[src/rtl/status_source.sv]
// Frame status emitter: ORs event pulses per frame, emits {flags, seq} on AXIS at frame_done.
// Latency 1 cycle from frame_done to tvalid; a 2-deep queue absorbs stalls, overflow is counted.

module status_fifo #(
  parameter int W = 24
) (
  input  logic         clk,
  input  logic         rst_n,
  input  logic [W-1:0] wr_dat,
  input  logic         wr_vld,
  output logic         wr_rdy,
  output logic [W-1:0] rd_dat,
  output logic         rd_vld,
  input  logic         rd_rdy
);

  logic [W-1:0] slot0;
  logic [W-1:0] slot1;
  logic [1:0]   count;
  logic         push;
  logic         pop;

  assign rd_dat = slot0;
  assign rd_vld = (count != 2'd0);
  // A full queue still takes a word when the head leaves in the same cycle.
  assign wr_rdy = (count != 2'd2) | rd_rdy;
  assign push   = wr_vld & wr_rdy;
  assign pop    = rd_vld & rd_rdy;

  always_ff @(posedge clk or negedge rst_n) begin
    if (!rst_n) begin
      slot0 <= '0;
      slot1 <= '0;
      count <= 2'd0;
    end else begin
      case ({push, pop})
        2'b10: begin
          if (count == 2'd0) slot0 <= wr_dat;
          else               slot1 <= wr_dat;
          count <= count + 2'd1;
        end
        2'b01: begin
          slot0 <= slot1;
          count <= count - 2'd1;
        end
        2'b11: begin
          if (count == 2'd1) begin
            slot0 <= wr_dat;
          end else begin
            slot0 <= slot1;
            slot1 <= wr_dat;
          end
        end
        default: ;
      endcase
    end
  end

endmodule

module status_source #(
  parameter int WIDTH = 24,
  parameter int EVT_W = 8,
  parameter int CNT_W = 16
) (
  input  logic             aclk,
  input  logic             aresetn,
  input  logic [EVT_W-1:0] evt_flags,
  input  logic             frame_done,
  input  logic             lost_clear,
  output logic [WIDTH-1:0] m_axis_status_tdata,
  output logic             m_axis_status_tvalid,
  input  logic             m_axis_status_tready,
  output logic             status_lost,
  output logic [7:0]       lost_count
);

  if (WIDTH != EVT_W + CNT_W) begin : g_bad_width
    $error("status_source: WIDTH must equal EVT_W + CNT_W");
  end

  logic [EVT_W-1:0] acc;
  logic [EVT_W-1:0] flags_next;
  logic [CNT_W-1:0] seq;
  logic             push_rdy;
  logic             accept;
  logic             drop;

  // Same-cycle flags belong to the frame that is closing.
  assign flags_next = acc | evt_flags;
  assign accept     = frame_done & push_rdy;
  assign drop       = frame_done & ~push_rdy;

  status_fifo #(.W(WIDTH)) u_queue (
    .clk    (aclk),
    .rst_n  (aresetn),
    .wr_dat ({flags_next, seq}),
    .wr_vld (frame_done),
    .wr_rdy (push_rdy),
    .rd_dat (m_axis_status_tdata),
    .rd_vld (m_axis_status_tvalid),
    .rd_rdy (m_axis_status_tready)
  );

  // A dropped word keeps its flags in acc so they surface in the next word.
  always_ff @(posedge aclk or negedge aresetn) begin
    if (!aresetn) begin
      acc <= '0;
    end else if (accept) begin
      acc <= '0;
    end else begin
      acc <= flags_next;
    end
  end

  // seq advances on every boundary so drops appear as gaps downstream.
  always_ff @(posedge aclk or negedge aresetn) begin
    if (!aresetn) begin
      seq <= '0;
    end else if (frame_done) begin
      seq <= seq + CNT_W'(1);
    end
  end

  always_ff @(posedge aclk or negedge aresetn) begin
    if (!aresetn) begin
      status_lost <= 1'b0;
      lost_count  <= 8'd0;
    end else if (lost_clear) begin
      status_lost <= 1'b0;
      lost_count  <= 8'd0;
    end else if (drop) begin
      status_lost <= 1'b1;
      if (lost_count != 8'hFF) lost_count <= lost_count + 8'd1;
    end
  end

endmodule

[config.mk]
export PLATFORM = sky130hd
export DESIGN_NAME = status_source
export DESIGN_NICKNAME = d
export VERILOG_FILES = /design/src/rtl/status_source.sv
export SDC_FILE = /design/constraint.sdc
export NUM_CORES = 1
export LEC_CHECK = 0
export ABC_AREA = 1
export CORE_ASPECT_RATIO = 0.9
export CORE_UTILIZATION = 35
export DETAILED_ROUTE_END_ITERATION = 10
export HOLD_SLACK_MARGIN = 0.15
export PLACE_DENSITY = 0.61
export RECOVER_POWER = 50
export SLEW_MARGIN = 40
export SYNTH_ARGS = -nofsm -noshare
export SYNTH_HDL_FRONTEND = slang
export SYNTH_SLANG_ARGS = --single-unit
[constraint.sdc]
create_clock -name aclk -period 4.5 [get_ports aclk]
set_clock_uncertainty 0.2 [all_clocks]
set_input_delay 0.45 -clock aclk [delete_from_list [all_inputs] [get_ports aclk]]
set_output_delay 0.45 -clock aclk [all_outputs]
set_load 0.005 [all_outputs]
After elaboration in Yosys (flattened, before gate mapping) --
Index checks and enable logic that the tools add are counted.
Storage, ports and cells: register bits 83, logic and storage cells 49, output and inout port bits 34, bits of input ports 13
Operators by class: mux-type cells 13, bitwise logic cells 6, reduce and logical (&&, ||, !) cells 10, add/subtract/negate cells 4, eq/ne operators 9
Operators with widths (number):
- $mux 24 | 4
- $pmux 24 s3 | 1
- $pmux 24 s2 | 1
- $mux 8 | 4
- $add 16x1->16 const B | 1
- $reduce_bool 2->1 | 5
- $add 8x1->8 const B | 1
- $ne 8x8->1 const B | 1
- $or 8x8->8 | 1
- $ne 2x2->1 const B | 3
- $eq 2x1->1 const B | 2
- $eq 2x2->1 const B | 2
- $pmux 2 s2 | 1
- $reduce_and 2->1 | 2
- $and 1x1->1 | 3
- $reduce_and 3->1 | 1
- $reduce_bool 3->1 | 1
- $add 2x1->2 const B | 1
- $logic_not 2->1 | 1
- $mux 1 | 2
- $ne 2x1->1 const B | 1
- $sub 2x1->2 const B | 1
- $not 1->1 | 1
- $or 1x1->1 | 1

Depth between registers and ports, before layout --
Gate-level depths: netlist of run 1.
word-level depth 6, gate-level depth with buffers 14

By module --
Synthesis of run 1 repeated with hierarchy kept, for this count alone.
Unflattened totals: cells, all modules 572, area total of the unflattened synthesis 4339.2 um2
By module, submodules not included:
- status_fifo | cells each 363, sequential area each 1251.2 um2, times used 1, area each 2635.0 um2
- status_source | cells each 209, sequential area each 825.8 um2, times used 1, area each 1704.1 um2

Worst setup path after synthesis of run 1 --
OpenSTA, ideal clock, no wires.
kind reg-to-reg, from register u_queue.count[0], to register u_queue.slot0[10], in the netlist u_queue.rd_dat[10], buffers on the path 2, stages on the path, launching flop included 15, data arrival time 2.253 ns, path slack 1.973 ns, cells stage by stage dfrtp_1 > inv_1 > ha_1 > inv_1 > nand2_1 > inv_1 > buf_2 > ha_1 > inv_1 > o21bai_1 > clkbuf_1 > nand3_1 > o21ai_0 > nand2_1 > o21ai_2
On the way: elaborated cells between the ends (all ways) 15
RTL lines:
- start: declaration | line 19 | logic [1:0] count;
- start signal: assignment | line 40 | count <= count + 2'd1;
- start signal: assignment | line 44 | count <= count - 2'd1;
- $reduce_bool 2->1 (*) | line 24 | assign rd_vld = (count != 2'd0);
- via m_axis_status_tvalid | line 72 | output logic m_axis_status_tvalid,
- $and 1x1->1 (*) | line 28 | assign pop = rd_vld & rd_rdy;
- $eq 2x2->1 / $eq 2x1->1 (equally long branches) | line 36 | case ({push, pop})
- $ne 2x1->1 (no line) / $reduce_bool 3->1 (equally long branches)
- $reduce_and 2->1 (no line)
- end signal: assignment | line 38 | if (count == 2'd0) slot0 <= wr_dat;
- end signal: assignment | line 43 | slot0 <= slot1;
- end signal: assignment | line 48 | slot0 <= wr_dat;
- end: declaration | line 17 | logic [W-1:0] slot0;
The timed path passes the listed nets; every way through them passes the cells marked *. A chain may end at the register's enable or synchronous reset.

Final worst setup path of run 1 --
from input port frame_done, to register u_queue.slot0[17], in the netlist u_queue.rd_dat[17]
On the way: longest elaborated chain between the ends 4, elaborated cells between the ends (all ways) 8
Ends and longest elaborated chain:
- start: declaration | line 69 | input logic frame_done,
- $and 1x1->1 (*) | line 27 | assign push = wr_vld & wr_rdy;
- $eq 2x2->1 / $eq 2x1->1 (equally long branches) | line 36
- $ne 2x1->1 (no line) / $reduce_bool 3->1 (equally long branches)
- $reduce_and 2->1 (no line)
Every way passes the cells marked *; elsewhere a longest branch is shown, timed or not.

==> results of run 1 <==
==> per-layer routing <==
metal,vias up,track usage,share of wire
li1,1553,-,-
met3,7,0.0400,0.050
met4,0,0.0526,0.011
met5,-,0,0
met1,1426,0.201,0.49
met2,73,0.261,0.45
==> cell usage in the layout (no fill, tap or decap) <==
cell type	synthesis	routed
xnor2_1	2	2
a21oi_2	0	1
inv_2	2	1
xor2_1	11	11
a21oi_1	4	4
nand4_1	5	5
clkbuf_8	0	1
o211ai_1	1	1
clkbuf_16	0	9
or2_2	1	1
o21ai_0	67	67
inv_1	68	68
dfrtp_1	83	83
o21ai_4	0	1
ha_1	10	10
nand2_1	97	97
nand3_1	38	38
clkdlybuf4s50_1	0	13
clkinv_2	0	2
buf_4	1	6
clkbuf_1	6	2
bufinv_16	0	3
o21bai_4	0	1
nor2_1	32	32
clkinv_1	0	1
o21ai_2	17	16
nor3_1	2	2
dlygate4sd3_1	0	33
==> power by group <==
part | switching, W | internal (W)
combinational | 0.000589 | 0.000423
clock | 0.000284 | 0.000555
sequential | 0.000149 | 0.00101
total | 0.00102 | 0.00199
==> what timing repair did <==
action	CTS	global route
endpoints found under the setup margin	0	0
hold buffers	1	0
hold endpoints to repair	47	0
==> cells by family after synthesis <==
| family | after synthesis | synth area share |
|---|---|---|
| simple gates | 175 | 0.184 |
| compound gates | 91 | 0.136 |
| buf+inv | 87 | 0.0916 |
| flops | 83 | 0.528 |
| xor+xnor | 13 | 0.0289 |
| fa+ha+maj | 10 | 0.0318 |
==> flip-flops by register name (all words and copies together), names as in the netlist <==
signal and count:
lost_count 8, status_lost 1, u_queue.count 2, u_queue.slot1 24
acc 8, seq 16, u_queue.rd_dat 24
==> cell type report <==
class	count	area [µm²]	area share
Inverter	70	263	0.0537
Tap cell	152	190	0.0389
Clock buffer	11	243	0.0496
Timing Repair Buffer	53	509	0.104
Sequential cell	83	2080	0.425
Clock inverter	5	100	0.0205
Multi-Input combinational cell	289	1510	0.308
==> worst max path at each step <==
stage                     slack [ns]  cells past startpoint                        endpoint
after global routing            0.88                      3    u_queue.count[1]$_DFFE_PN0P_
after floorplan                 1.97                     14  u_queue.rd_dat[10]$_DFFE_PN0P_
after global placement          1.27                     10  u_queue.rd_dat[16]$_DFFE_PN0P_
final                           1.21                     10  u_queue.rd_dat[17]$_DFFE_PN0P_
after CTS                       1.69                     11   u_queue.slot1[11]$_DFFE_PN0P_
after detailed placement        1.48                     10  u_queue.rd_dat[16]$_DFFE_PN0P_
==> tightest hold or removal path, delay by kind of cell, from the launching register on <==
family	cells	cell delay, ns
AND/OR/NAND/NOR	1	0.05
AO/OA/AOI/OAI	1	0.06
flip-flops	1	0.34
==> through the flow <==
step	util	setup WS (ns)	cells
global placement	0.417	1.27	646
finish	0.449	1.21	663
detailed placement	0.418	1.48	646
floorplan	-	1.97	459
CTS	0.450	1.69	663
global route	0.449	0.876	663
==> impl_metrics.py, run 1 <==
metrics = {
    "timing": {
        "fmax_mhz": 304,
        "tns_ns": 0,
        "max_slew_margin": -0.276,
        "slew_violations": 37,
        "tightest_slew_ns": 1.91,
        "fin_crit_sh": 0.732,
        "hold_slack_ns": 0.287,
        "rsz0062_at_grt": "false",
        "finalSetupViolCount": 0,
        "period_needed_ns": 3.29,
        "final_hold_viol_count": 0,
    },
    "clock_network": {
        "cts_buffers": 9,
        "clock-sinks": 83,
        "insertion_delay_ns": 0.33,
        "cts-root-buf": "clkbuf_16",
        "post_cts_buffers": 0,
        "ctsResizeCount": 0,
        "clk_pin_slew_worst_paths_ns": 0.06,
        "cts_tree": "yes",
        "clockBufferDepth": 2,
        "h-tree-depth": 3,
    },
    "floorplan": {
        "die-area_um2": 11700,
        "die_h_um": 103,
        "chipWidth_um": 114,
        "row_count": 36,
        "ios": 47,
        "start_util": 0.361,
        "core_area_um2": 10900,
    },
    "cells_and_area": {
        "area_growth_syn_to_layout_pct": 24.3,
        "diodes": 0,
        "drive_gt1_frac": 0.0822,
        "fin_area_um2": 4890,
        "final_nets": 529,
        "nFillCells": 1091,
    },
    "drt": {
        "routed_via_density": 4.61,
        "wirelength_um": 8180,
        "drt_first_iter_violations": 175,
        "drtPass1Iterations": 4,
        "drc": 0,
        "drtAntennaViolNets": 0,
        "num_vias": 3059,
        "wl_per_cell_um": 12.3,
    },
    "setup_path": {
        "slowest_stage": "a21oi_1",
        "r2r-start": "u_queue.count[0]$_DFFE_PN0P_",
        "r2r_end": "u_queue.rd_dat[17]$_DFFE_PN0P_",
        "startpoint": "frame_done",
        "cp.required_ns": 4.55,
        "crit_chain": "dlygate4sd3_1 > clkinv_1 > a21oi_1 > ha_1 > inv_1 > o21bai_4 > nand3_1 > o21ai_0 > nand2_1 > o21ai_0",
        "start_kind": "primary input",
        "path_class": "primary input to flip-flop",
        "crit_buf_inv": 3,
        "timing.critical_path.mode_cell": "o21ai_0",
        "path_max_fanout": 24,
        "r2r_slack_ns": 1.38,
        "crit_path_end_kind": "flip-flop",
        "cp_slowest_stage_delay_ns": 0.77,
        "critical_path_arrival_ns": 3.34,
        "worstRegToRegCells": 10,
        "cpLargestDelayFamily": "compound AO/OA/AOI/OAI gates",
    },
    "synthesis": {
        "syn-cell-area_um2": 3930,
        "yosysWarnings": 0,
        "syn_inst": 459,
        "syn_nets": 482,
        "yosys.area.top_type": "dfrtp_1",
        "ys_ff_latch": 83,
        "synth_top_area_frac": 0.528,
        "yosysMostFrequentCell": "nand2_1",
        "synth_edf_count": 0,
        "synth.area.top_cells": "dfrtp_1 (53%), nand2_1 (9.3%), o21ai_0 (8.5%), inv_1 (6.5%), nand3_1 (4.8%)",
        "synthArstFlopShare": 1.00,
        "synth-seq-area-share": 0.528,
        "synth_top_flop_cell": "dfrtp_1",
        "synth.distinct_cells": 23,
        "synth_common_cells": "nand2_1 (97), dfrtp_1 (83), inv_1 (68)",
        "syn_area_per_cell_um2": 8.57,
    },
    "place": {
        "place_area_um2": 4550,
        "io_buffers": 46,
        "gp_routability_congestion": 0.781,
        "dp_hpwl_um": 5430,
    },
    "worst_hold_path": {
        "min_to": "u_queue.slot1[3]$_DFFE_PN0P_",
        "worstHoldPathCells": 2,
        "min_from": "u_queue.slot1[3]$_DFFE_PN0P_",
        "hold_class": "flip-flop to flip-flop",
    },
    "power_and_ir_drop": {
        "finalPower_w": 0.00302,
        "p_per_area_nw_per_um2": 617,
        "vdd_drop_max_mv": 0.186,
        "p_leak_nw": 2.36,
    },
    "global_route": {
        "grt_remaining_overflow": 0,
        "grt_usage": 0.157,
        "grt_pass1_wl_um": 14200,
        "grt_antenna_before_repair": 0,
        "first_global_vias": 3040,
        "grt_max_degree": 49,
    },
    "outcome": {
        "outcome": "complete, but fails checks",
        "violations": "max-capacitance violations, max-slew violations",
    },
    "flow_run": {
        "max_cap_viol_count": 1,
    },
}
No activity file was read; power rests on OpenSTA's default activity.
==> inputs of run 2 (changes only) <==
Settings changed: PLACE_DENSITY 0.61 to 0.63.
Clock period 4.5 ns to 2.9 ns, I/O delays scaled along.
==> impl_metrics.py, run 2 (synthesized netlist as in run 1, its figures left out) <==
metrics = {
    "power_and_ir_drop": {
        "seq_power_share": 0.362,
        "comb_power_share": 0.343,
        "internal_power_w": 0.00337,
        "sw_frac_of_total": 0.328,
        "p_per_area_nw_per_um2": 1000,
        "vdd_drop_max_mv": 0.561,
        "p_switching_w": 0.00165,
        "clkPwrFrac": 0.295,
        "p_leak_nw": 2.38,
    },
    "timing": {
        "tns_ns": 0,
        "max_slew_margin": -0.221,
        "finalSetupViolCount": 0,
        "fmax_mhz": 389,
        "final_hold_viol_count": 0,
        "fin_crit_sh": 0.886,
        "slew_violations": 84,
        "tightest_slew_ns": 1.83,
        "rsz0062_at_grt": "false",
        "period_needed_ns": 2.57,
    },
    "floorplan": {
        "row_count": 36,
        "chipWidth_um": 114,
        "core_area_um2": 10900,
        "die_h_um": 103,
        "ios": 47,
        "start_util": 0.361,
        "die-area_um2": 11700,
    },
    "outcome": {
        "outcome": "complete, but fails checks",
        "violations": "max-capacitance violations, max-slew violations",
    },
    "place": {
        "dp_hpwl_um": 5520,
        "io_buffers": 46,
        "place_area_um2": 4590,
        "gp_routability_congestion": 0.812,
    },
    "drt": {
        "routed_via_density": 4.64,
        "num_vias": 3113,
        "drt_first_iter_violations": 138,
        "drtPass1Iterations": 5,
        "drtAntennaViolNets": 0,
        "wl_per_cell_um": 12.3,
        "drc": 0,
        "wirelength_um": 8270,
    },
    "setup_path": {
        "start_kind": "flip-flop",
        "startpoint": "u_queue.count[0]$_DFFE_PN0P_",
        "r2r_end": "u_queue.rd_dat[13]$_DFFE_PN0P_",
        "cp.required_ns": 2.97,
        "crit_path_end_kind": "flip-flop",
        "timing.critical_path.mode_cell": "inv_1",
        "path_max_fanout": 16,
        "crit_chain": "inv_1 > ha_1 > inv_1 > nand2_1 > inv_1 > ha_1 > inv_1 > o21bai_2 > buf_4 > nand3_1 > o21ai_0 > nand2_1 > o21ai_2",
        "slowest_stage": "dfrtp_1",
        "path_class": "flip-flop to flip-flop",
        "r2r-start": "u_queue.count[0]$_DFFE_PN0P_",
        "r2r_slack_ns": 0.33,
        "critical_path_arrival_ns": 2.64,
        "cp_slowest_stage_delay_ns": 0.38,
        "worstRegToRegCells": 13,
    },
    "clock_network": {
        "cts_tree": "yes",
        "clock-sinks": 83,
        "insertion_delay_ns": 0.34,
        "h-tree-depth": 3,
        "cts-root-buf": "clkbuf_16",
        "clk_pin_slew_worst_paths_ns": 0.06,
        "ctsResizeCount": 0,
        "clockBufferDepth": 2,
        "cts_buffers": 9,
    },
    "cells_and_area": {
        "multi_input_area_um2": 1510,
        "final_cell_mix": "nand2_1 (97), dfrtp_1 (83), inv_1 (68), o21ai_0 (67), clkdlybuf4s50_1 (44)",
        "layout_commonest_cell": "nand2_1",
        "nFillCells": 1086,
        "diodes": 0,
        "seq_area_um2": 2080,
        "fin_area_um2": 5010,
        "drive_gt1_frac": 0.100,
        "area_growth_syn_to_layout_pct": 27.3,
        "final_nets": 537,
    },
    "worst_hold_path": {
        "min_from": "u_queue.slot1[13]$_DFFE_PN0P_",
        "min_to": "u_queue.slot1[13]$_DFFE_PN0P_",
        "hold_class": "flip-flop to flip-flop",
        "worstHoldPathCells": 2,
    },
    "global_route": {
        "grt_pass1_wl_um": 14600,
        "grt_remaining_overflow": 0,
        "grt_antenna_before_repair": 0,
        "first_global_vias": 3080,
        "grt_usage": 0.161,
        "grt_max_degree": 84,
    },
    "flow_run": {
        "max_cap_viol_count": 1,
    },
}
-- run 2: cell types whose count changed in the layout (fill, tap and decap cells not counted), sizes merged --
| cell | before | now |
|---|---|---|
| clkinv | 3 | 2 |
| bufinv | 3 | 5 |
| clkdlybuf4s50 | 13 | 44 |
| dlygate4sd3 | 33 | 2 |
| buf | 6 | 14 |
| inv | 69 | 70 |
| clkbuf | 12 | 10 |
-- run 2: critical path, delay by kind of cell, from the launching register on --
| kind | cells | cell delay, ns |
|---|---|---|
| compound gates | 3 | 0.29 |
| fa+ha+maj | 2 | 0.45 |
| buf+inv | 5 | 0.80 |
| flops | 1 | 0.38 |
| simple gates | 3 | 0.37 |
-- run 2: how the worst max path moves through the flow --
stage,endpoint,slack (ns),cells past startpoint
2_1_floorplan,u_queue.rd_dat[10]$_DFFE_PN0P_,0.37,14
3_3_place_gp,u_queue.rd_dat[7]$_DFFE_PN0P_,0.26,11
3_5_place_dp,u_queue.slot1[7]$_DFFE_PN0P_,0.24,10
4_1_cts,u_queue.slot1[7]$_DFFE_PN0P_,0.22,10
5_1_grt,u_queue.rd_dat[11]$_DFFE_PN0P_,0.1,13
6_report,u_queue.rd_dat[13]$_DFFE_PN0P_,0.33,13
-- run 2: layer usage --
layer  global-route usage  vias to the layer above  wire, µm
li1                     -                     1560         -
met4               0.0648                        0       128
met2                0.260                       57      3790
met1                0.207                     1482      3950
met5                    0                        -         0
met3               0.0453                       14       406
-- run 2: cell type report --
cell class              instances  area share
multi-input cells             289       0.301
flip-flops and latches         83       0.415
clock inverters                 7      0.0327
repair buffers                 61       0.116
well taps                     152      0.0380
clock buffers                   9      0.0450
inverters                      70      0.0525
-- run 2: power by group through the flow --
stage	Combinational, W	Clock, W	Sequential [W]
2_1_floorplan	0.00103	0	0.00180
3_3_place_gp	0.00167	0	0.00182
3_5_place_dp	0.00172	0	0.00183
4_1_cts	0.00173	0.00152	0.00182
5_1_grt	0.00198	0.00156	0.00187
6_report	0.00172	0.00148	0.00182
-- run 2: what timing repair did --
action	CTS	global route
buffers inserted	0	3
endpoints found under the setup margin	0	16
endpoints found under the hold margin	83	0
hold buffers	1	0
-- run 2: stage by stage --
stage                     setup WS, ns  hold WS [ns]  utilization  instances  total power [W]
after detailed placement         0.236         0.206        0.421        651          0.00355
after CTS                        0.221         0.289        0.458        668          0.00506
after floorplan                  0.373        -0.206            -        459          0.00283
final                            0.330         0.285        0.459        671          0.00502
after global routing            0.0973         0.307        0.459        671          0.00542
after global placement           0.260         0.267        0.421        651          0.00349
